<file path="src/rtl/ram_ctrl_pkg.sv">
// Shared definitions for the RAM port arbiter: default address width,
// controller state encoding and requester index constants.
package ram_ctrl_pkg;

  localparam int ADDR_W_DEF = 10;

  typedef enum logic {
    SERVE = 1'b0,
    CLEAR = 1'b1
  } state_t;

  localparam int REQ0 = 0;
  localparam int REQ1 = 1;

endpackage

</file>
<file path="src/rtl/rr_arb2.sv">
// Two-way round-robin arbiter. The grant is combinational from vld; the
// register remembers which requester won last so ties alternate.
module rr_arb2
  import ram_ctrl_pkg::*;
(
  input  logic       clk,
  input  logic       rst_n,
  input  logic       en,
  input  logic [1:0] vld,
  output logic [1:0] gnt
);

  logic last_grant;

  // One-hot grant: a lone requester wins, a tie goes to the one that did not win last.
  always_comb begin
    // NOTE: default every output first so no path leaves gnt unassigned (no latch).
    gnt = 2'b00;
    if (rst_n && en) begin
      case (vld)
        2'b01:   gnt = 2'b01;
        2'b10:   gnt = 2'b10;
        2'b11:   gnt = (last_grant == 1'(REQ1)) ? 2'b01 : 2'b10;
        default: gnt = 2'b00;
      endcase
    end
  end

  // Remember the winner; idle cycles leave the history untouched.
  always_ff @(posedge clk or negedge rst_n) begin
    // NOTE: state is updated with <= so every flop samples pre-edge values.
    if (!rst_n) begin
      last_grant <= 1'b1;
    end else if (gnt != 2'b00) begin
      last_grant <= gnt[REQ1];
    end
  end

endmodule

</file>
<file path="src/rtl/ram_port_arbiter.sv">
// Front end for a single-port 1-bit RAM: round-robin sharing between two
// valid/ready requesters, one-cycle read responses and a clear sweep.
module ram_port_arbiter
  import ram_ctrl_pkg::*;
#(
  parameter int   ADDR_W  = ADDR_W_DEF,
  parameter int   DEPTH   = 2**ADDR_W,
  parameter logic CLR_VAL = 1'b0
) (
  input  logic              clk,
  input  logic              rst_n,
  input  logic              req0_vld,
  input  logic              req0_we,
  input  logic [ADDR_W-1:0] req0_addr,
  input  logic              req0_wdata,
  output logic              req0_rdy,
  output logic              req0_rsp_vld,
  output logic              req0_rsp_data,
  input  logic              req1_vld,
  input  logic              req1_we,
  input  logic [ADDR_W-1:0] req1_addr,
  input  logic              req1_wdata,
  output logic              req1_rdy,
  output logic              req1_rsp_vld,
  output logic              req1_rsp_data,
  input  logic              clr_start,
  output logic              clr_busy,
  output logic              clr_done,
  output logic [ADDR_W-1:0] ram_addr,
  output logic              ram_data,
  output logic              ram_we,
  input  logic              ram_q
);

  localparam logic [ADDR_W-1:0] LAST_ADDR = ADDR_W'(DEPTH - 1);

  state_t            state;
  logic [ADDR_W-1:0] clr_cnt;
  logic [ADDR_W-1:0] addr_hold;
  logic [1:0]        gnt;
  logic [1:0]        rsp_vld_q;

  rr_arb2 u_arb (
    .clk   (clk),
    .rst_n (rst_n),
    .en    (state == SERVE),
    .vld   ({req1_vld, req0_vld}),
    .gnt   (gnt)
  );

  assign req0_rdy = gnt[REQ0];
  assign req1_rdy = gnt[REQ1];

  // The RAM registers its read address, so q already belongs to the response cycle.
  assign req0_rsp_data = ram_q;
  assign req1_rsp_data = ram_q;
  assign req0_rsp_vld  = rsp_vld_q[REQ0];
  assign req1_rsp_vld  = rsp_vld_q[REQ1];

  assign clr_busy = (state == CLEAR);

  // RAM port mux: sweep address in CLEAR, else the granted requester, else hold the address.
  always_comb begin
    ram_addr = addr_hold;
    ram_data = CLR_VAL;
    ram_we   = 1'b0;
    if (state == CLEAR) begin
      ram_addr = clr_cnt;
      ram_data = CLR_VAL;
      ram_we   = 1'b1;
    end else if (gnt[REQ0]) begin
      ram_addr = req0_addr;
      ram_data = req0_wdata;
      ram_we   = req0_we;
    end else if (gnt[REQ1]) begin
      ram_addr = req1_addr;
      ram_data = req1_wdata;
      ram_we   = req1_we;
    end
  end

  // Serve/clear sequencer with the registered completion pulse.
  always_ff @(posedge clk or negedge rst_n) begin
    if (!rst_n) begin
      state    <= SERVE;
      clr_cnt  <= '0;
      clr_done <= 1'b0;
    end else begin
      clr_done <= 1'b0;
      case (state)
        SERVE: begin
          if (clr_start) begin
            state <= CLEAR;
          end
        end
        CLEAR: begin
          if (clr_cnt == LAST_ADDR) begin
            state    <= SERVE;
            clr_cnt  <= '0;
            clr_done <= 1'b1;
          end else begin
            clr_cnt <= clr_cnt + 1'b1;
          end
        end
        default: state <= SERVE;
      endcase
    end
  end

  // One-cycle read strobes for accepted reads; remember the last driven address.
  always_ff @(posedge clk or negedge rst_n) begin
    if (!rst_n) begin
      rsp_vld_q <= '0;
      addr_hold <= '0;
    end else begin
      rsp_vld_q[REQ0] <= gnt[REQ0] & ~req0_we;
      rsp_vld_q[REQ1] <= gnt[REQ1] & ~req1_we;
      addr_hold       <= ram_addr;
    end
  end

endmodule

</file>
<file path="config.mk">
export PLATFORM = sky130hd
export DESIGN_NAME = ram_port_arbiter
export DESIGN_NICKNAME = d
export VERILOG_FILES = /design/src/rtl/ram_ctrl_pkg.sv /design/src/rtl/rr_arb2.sv /design/src/rtl/ram_port_arbiter.sv
export SDC_FILE = /design/constraint.sdc
export NUM_CORES = 1
export LEC_CHECK = 0
export CAP_MARGIN = 20
export CORE_ASPECT_RATIO = 0.5
export CORE_MARGIN = 2
export CORE_UTILIZATION = 39
export DETAILED_ROUTE_END_ITERATION = 8
export PLACE_DENSITY_LB_ADDON = 0.08
export SYNTH_ARGS = -nofsm -noshare
export SYNTH_HDL_FRONTEND = slang
export SYNTH_HIERARCHICAL = 1
export SYNTH_SLANG_ARGS = --single-unit
</file>
<file path="constraint.sdc">
create_clock -name clk -period 2.1 [get_ports clk]
set_input_delay 0.315 -clock clk [delete_from_list [all_inputs] [get_ports clk]]
set_output_delay 0.315 -clock clk [all_outputs]
set_load 0.005 [all_outputs]
</file>
==> out/metrics.yaml, run 1 <==
status: "finished, violations left"
failed_checks: "design-rule violations, negative setup slack"
final_cell_mix: "clkdlybuf4s50_1 (29), dfrtp_1 (24), buf_6 (21)"
cts_sinks: 25
synth_top_area_share_pct: 45.9
grt_pass1_wl_um: 6130
totalWireLength_um: 3680
setup_slack_ns: -0.160
p_total_w: 0.00157
die-width_um: 85.9
n_antenna_cell: 0
netlist.top_cell.by_area: "dfrtp_1"
final_common_cell: "clkdlybuf4s50_1"
ys_ff_latch: 25
combPwrFrac_pct: 34.9
p_int_w: 0.00106
antenna_found_initial: 0
drc_errors: 4
busiest_layer: "met2"
vias_per_cell: 5.14
finalSetupTns_ns: -1.03
cts-hold-fix-buffers: 0
cp.required_ns: 1.78
vias: 1224
start_util_pct: 42.2
cp_max_fo: 3
final_area_um2: 2180
p_leak_nw: 0.921
yosysSeqAreaShare_pct: 47.9
slew_viol_final: 0
hold_path_class: "input pin to async pin"
grt_start_max_net_pins: 25
numPortBuffers: 46
avgSynthCellArea_um2: 10.4
overflow: 0
drive_gt1_share_pct: 34.8
ant_nets: 0
grt_pass1_vias: 1226
htreeDepth: 1
finalSetupViolCount: 10
met3_usage_pct: 4.94
r2r_cells: 4
synth_nets: 157
die_h_um: 44.9
cts_tree: "built"
synth_flop_cell: "dfrtp_1"
synthArstFlopShare_pct: 100
place_congestion: 0.765
critPathLaunchType: "flip-flop"
core_area_um2: 3100
clk_path_buf_depth: 2
synth_cells: 126
ys_warn_count: 6
end_kind: "primary output"
hpwl_um: 2420
grt_util_met1_pct: 30.9
synth_edf_count: 0
dieArea_um2: 3860
cts-root-buf: "clkbuf_8"
drt_iter0_markers: 53
max_freq_mhz: 442
slew-limit-headroom_pct: 59.9
min_period_ns: 2.26
synthTopCellsByArea: "dfrtp_1 (46%), mux2_2 (8.6%), mux2i_1 (7.7%)"
max-vdd-ir-drop_v: 0.000439
dpl-instance-area_um2: 1900
drv_cap: 0
worst_pin_slew_ns: 0.596
nets: 230
clkTransAtPathRegs_ns: 0.09
power_switching_w: 0.000514
worst_ep_arrival_time_ns: 1.95
area_delta_synth_final_pct: 66.4
p_clk_share_pct: 18.7
synth.distinct_cells: 32
rsz0062_at_grt: "yes"
timing.final.crit_share_pct: 108
io_pins: 50
dr.pass1.iters: 6
worstSetupPathType: "flip-flop to primary output"
powerDensity_nw_per_um2: 724
fp-row-count: 14
seq_power_share_pct: 46.4
track_usage_pct: 21.3
final_hold_viol_count: 0
swShare_pct: 32.6
wl_per_cell_um: 15.5
synthesis.area_um2: 1310
dp_slack_ns: -0.563
met2_usage_pct: 31.8
clock_latency_ns: 0.27
numCtsBuffers: 3
fin_skew_ns: 0.00489
-- per-stage QoR --
| step | hold slack [ns] | instances | util (%) |
|---|---|---|---|
| 6_report | 0.366 | 238 | 70.2 |
| 5_1_grt | 0.398 | 238 | 70.2 |
| 4_1_cts | 0.349 | 237 | 69.7 |
| 3_5_place_dp | 0.511 | 216 | 61.3 |
| 3_3_place_gp | 0.511 | 216 | 61.3 |
| 2_1_floorplan | 0.0194 | 126 | - |
-- synthesized netlist by cell type (all sizes together), types with 3 or more instances --
cell / number
a21oi: 8
buf: 5
clkbuf: 3
dfrtp: 24
inv: 5
mux2: 10
mux2i: 10
nand2: 15
nand3: 5
nand4: 3
nor2: 3
o21ai: 13
xor2: 3
-- power by group through the flow --
stage          Combinational [W]  Clock, W  Sequential [W]
2_1_floorplan           0.000279         0        0.000700
3_3_place_gp            0.000503         0        0.000730
3_5_place_dp            0.000517         0        0.000737
4_1_cts                 0.000555  0.000303        0.000729
5_1_grt                 0.000617  0.000329        0.000746
6_report                0.000549  0.000295        0.000731
-- metal layers --
metal  vias up  share of wire [%]
met5         -                  0
met1       599                 50
met3         7                5.2
met4         0                1.4
li1        585                  -
met2        33                 44
-- cells by family (layout without fill, tap and decap cells) --
logic type,count (synthesis),in the layout,synth area share [%]
AO/OA/AOI/OAI,24,24,10.5
XOR/XNOR,5,5,3.35
AND/OR/NAND/NOR,38,38,16.2
buffers and inverters,13,85,4.78
flip-flops,25,25,47.9
multiplexers,20,20,16.3
adder cells (fa/ha/maj),1,1,0.957
-- final cells by class --
cell class,count,area (um2)
Inverter,5,23.8
Timing Repair Buffer,76,721
Fill cell,245,925
Clock buffer,3,41.3
Multi-Input combinational cell,88,706
Tap cell,40,50.0
Clock inverter,1,7.51
Sequential cell,25,627
-- registers in the layout (all words and copies together) (netlist names) --
name,cells
u_arb/last_grant,1
addr_hold,10
clr_cnt,10
clr_busy,1
rsp_vld_q,2
clr_done,1
-- critical path, stage by stage (launching register included) --
cell and delay, ns:
dfrtp_1 0.43, clkinv_4 0.07, nand3_4 0.08, a21oi_4 0.15, buf_6 0.14, buf_6 0.10, mux2i_1 0.20, o21ai_1 0.10
mux2_4 0.27, buf_6 0.12
-- what timing repair did --
action,in CTS,in global routing
pin swaps,7,8
setup endpoints to repair,14,13
resized for setup,90,7
buffers inserted,16,3
gates cloned,1,0
endpoints found under the hold margin,0,0
-- path summary, 6_finish.rpt --
kind / startpoint / endpoint / slack, ns
setup reg to reg: clr_cnt[0] / clr_busy / 0.40
hold / removal: rst_n / clr_cnt[1] / 0.37
min in group clk: clr_cnt[8] / clr_cnt[8] / 0.53
setup / recovery: clr_busy / ram_addr[0] / -0.16
max in group asynchronous: rst_n / addr_hold[0] / 1.49
hold reg to reg: clr_cnt[8] / clr_cnt[8] / 0.53
Note: power is estimated with default switching activity, not from simulation.
==> run 2: changes to the inputs <==
--- a/config.mk
+++ b/config.mk
@@ -10,7 +10,7 @@
 export CORE_MARGIN = 2
 export CORE_UTILIZATION = 39
 export DETAILED_ROUTE_END_ITERATION = 8
-export PLACE_DENSITY_LB_ADDON = 0.08
+export PLACE_DENSITY_LB_ADDON = 0.25
 export SYNTH_ARGS = -nofsm -noshare
 export SYNTH_HDL_FRONTEND = slang
 export SYNTH_HIERARCHICAL = 1
==> run 2 against run 1 <==
Effect of this change:
- the run still ends with design-rule violations, negative setup slack left
- first-iteration DRC count is 30% higher
- worst setup slack worse by 0.036 ns
- clock power increased by 4%
- combinational power increased by 1%
- global-route usage about the same
- clock-buffer cell count did not move
- utilization increased by 1.6 points
- clock skew is 0.0013 ns higher
- via count rose by 2.0%
- critical path depth stayed put
- fmax is 1.6% lower
- largest cell class unchanged
==> out/metrics.yaml, run 2 (synthesis results as in run 1) <==
dp_slack_ns: -0.556
status: "finished, violations left"
grt_pass1_vias: 1242
ant_nets: 0
io_pins: 50
p_int_w: 0.00107
cts_tree: "built"
finalSetupViolCount: 11
p_clk_share_pct: 19.2
die_h_um: 44.9
timing.final.crit_share_pct: 109
cts_sinks: 25
drc_errors: 4
min_period_ns: 2.30
postLayoutCoreUtil_pct: 71.8
nets: 228
htreeDepth: 1
numPortBuffers: 46
place_congestion: 0.739
drv_cap: 0
power_switching_w: 0.000528
track_usage_pct: 21.3
combPwrFrac_pct: 34.8
slew_viol_final: 0
p_leak_nw: 0.935
worst_ep_arrival_time_ns: 1.98
rsz0062_at_grt: "yes"
final_cell_mix: "clkdlybuf4s50_1 (29), dfrtp_1 (24), buf_4 (17)"
worst_pin_slew_ns: 0.560
powerDensity_nw_per_um2: 720
drt_iter0_markers: 69
grt_pass1_wl_um: 6120
n_fill_cell: 211
final_hold_viol_count: 0
antenna_found_initial: 0
overflow: 0
failed_checks: "design-rule violations, negative setup slack"
max_freq_mhz: 436
core_area_um2: 3100
clock_latency_ns: 0.28
wl_per_cell_um: 17.0
dr.pass1.iters: 6
die-width_um: 85.9
vias_per_cell: 5.29
setup_slack_ns: -0.196
final_common_cell: "clkdlybuf4s50_1"
fin_skew_ns: 0.00615
cts-hold-fix-buffers: 0
numCtsBuffers: 3
reg_top3: "addr_hold: 10 flops, clr_cnt: 10 flops, rsp_vld_q: 2 flops"
hold_path_class: "input pin to async pin"
cp.required_ns: 1.78
drive_gt1_share_pct: 35.7
fp-row-count: 14
end_kind: "primary output"
n_antenna_cell: 0
dieArea_um2: 3860
slew-limit-headroom_pct: 62.3
seq_power_share_pct: 46.0
critPathLaunchType: "flip-flop"
vias: 1249
cp_max_fo: 5
hpwl_um: 2540
max-vdd-ir-drop_v: 0.000364
crit_path_max_incr_delay_ns: 0.43
critPathSlowestCell: "dfrtp_1"
totalWireLength_um: 4010
start_util_pct: 42.2
cts-root-buf: "clkbuf_8"
crit_chain: "clkinv_4, nand3_4, a21oi_4, buf_12, buf_4, mux2i_1, o21ai_1, mux2_4, buf_6"
clkTransAtPathRegs_ns: 0.10
area_delta_synth_final_pct: 70.2
clk_path_buf_depth: 2
worstSetupPathType: "flip-flop to primary output"
swShare_pct: 32.9
grt_start_max_net_pins: 25
-- run 2: changes by cell type in the layout (fill, tap and decap cells not counted), moves of 2 or more --
| cell | change |
|---|---|
| buf_12 | +3 |
| buf_6 | -5 |
| mux2i_2 | +2 |
| mux2i_1 | -2 |
-- run 2: power groups by stage --
stage / Sequential (W) / Clock, W / Combinational, W
floorplan: 0.000700 / 0 / 0.000279
global placement: 0.000734 / 0 / 0.000500
detailed placement: 0.000738 / 0 / 0.000510
CTS: 0.000732 / 0.000314 / 0.000543
global route: 0.000752 / 0.000336 / 0.000614
finish: 0.000737 / 0.000308 / 0.000557
-- run 2: path summary, 6_finish.rpt --
kind	slack, ns	from	cells after the start	to
worst min-delay path	0.35	rst_n	2	addr_hold[1]
max in group asynchronous	1.50	rst_n	2	addr_hold[3]
worst max register to register	0.30	clr_busy	9	addr_hold[8]
worst max-delay path	-0.20	clr_busy	9	ram_addr[1]
worst min register to register	0.56	clr_cnt[8]	1	clr_cnt[8]
min in group clk	0.56	clr_cnt[8]	1	clr_cnt[8]
-- run 2: area by class of cell --
type / instances / area (um2) / area share (%)
well taps: 40 / 50.0 / 2.25
multi-input cells: 88 / 726 / 32.6
inverters: 5 / 23.8 / 1.07
repair buffers: 74 / 749 / 33.7
flip-flops and latches: 25 / 627 / 28.2
clock buffers: 3 / 41.3 / 1.85
clock inverters: 1 / 8.76 / 0.393
-- run 2: repair_timing --
| item | 4_1_cts | 5_1_grt |
|---|---|---|
| setup endpoints to repair | 14 | 12 |
| cloned | 2 | 0 |
| pin swaps | 7 | 8 |
| resized for setup | 86 | 11 |
| setup buffers | 10 | 5 |
-- run 2: critical path, delay by kind of cell, from the launching register on --
family	cells	cell delay [ns]
mux	2	0.44
buf+inv	4	0.46
simple gates	1	0.08
flops	1	0.43
compound gates	2	0.29
-- run 2: per-layer routing --
metal / track usage (%) / vias to the layer above / share of wire [%]
li1: - / 589 / -
met1: 29.7 / 623 / 48
met2: 33.2 / 33 / 47
met3: 5.12 / 4 / 3.7
met4: 7.30 / 0 / 0.87
met5: 0 / - / 0
-- run 2: per-stage QoR --
stage | TNS, ns | hold WS, ns | instance area, um2 | std cells | total power, W
global placement | -5.73 | 0.530 | 1930 | 216 | 0.00123
finish | -1.68 | 0.348 | 2230 | 236 | 0.00160
floorplan | 0 | 0.0194 | 1370 | 126 | 0.000979
global route | -2.55 | 0.379 | 2230 | 236 | 0.00170
CTS | -1.85 | 0.311 | 2170 | 232 | 0.00159
detailed placement | -6.05 | 0.528 | 1930 | 216 | 0.00125
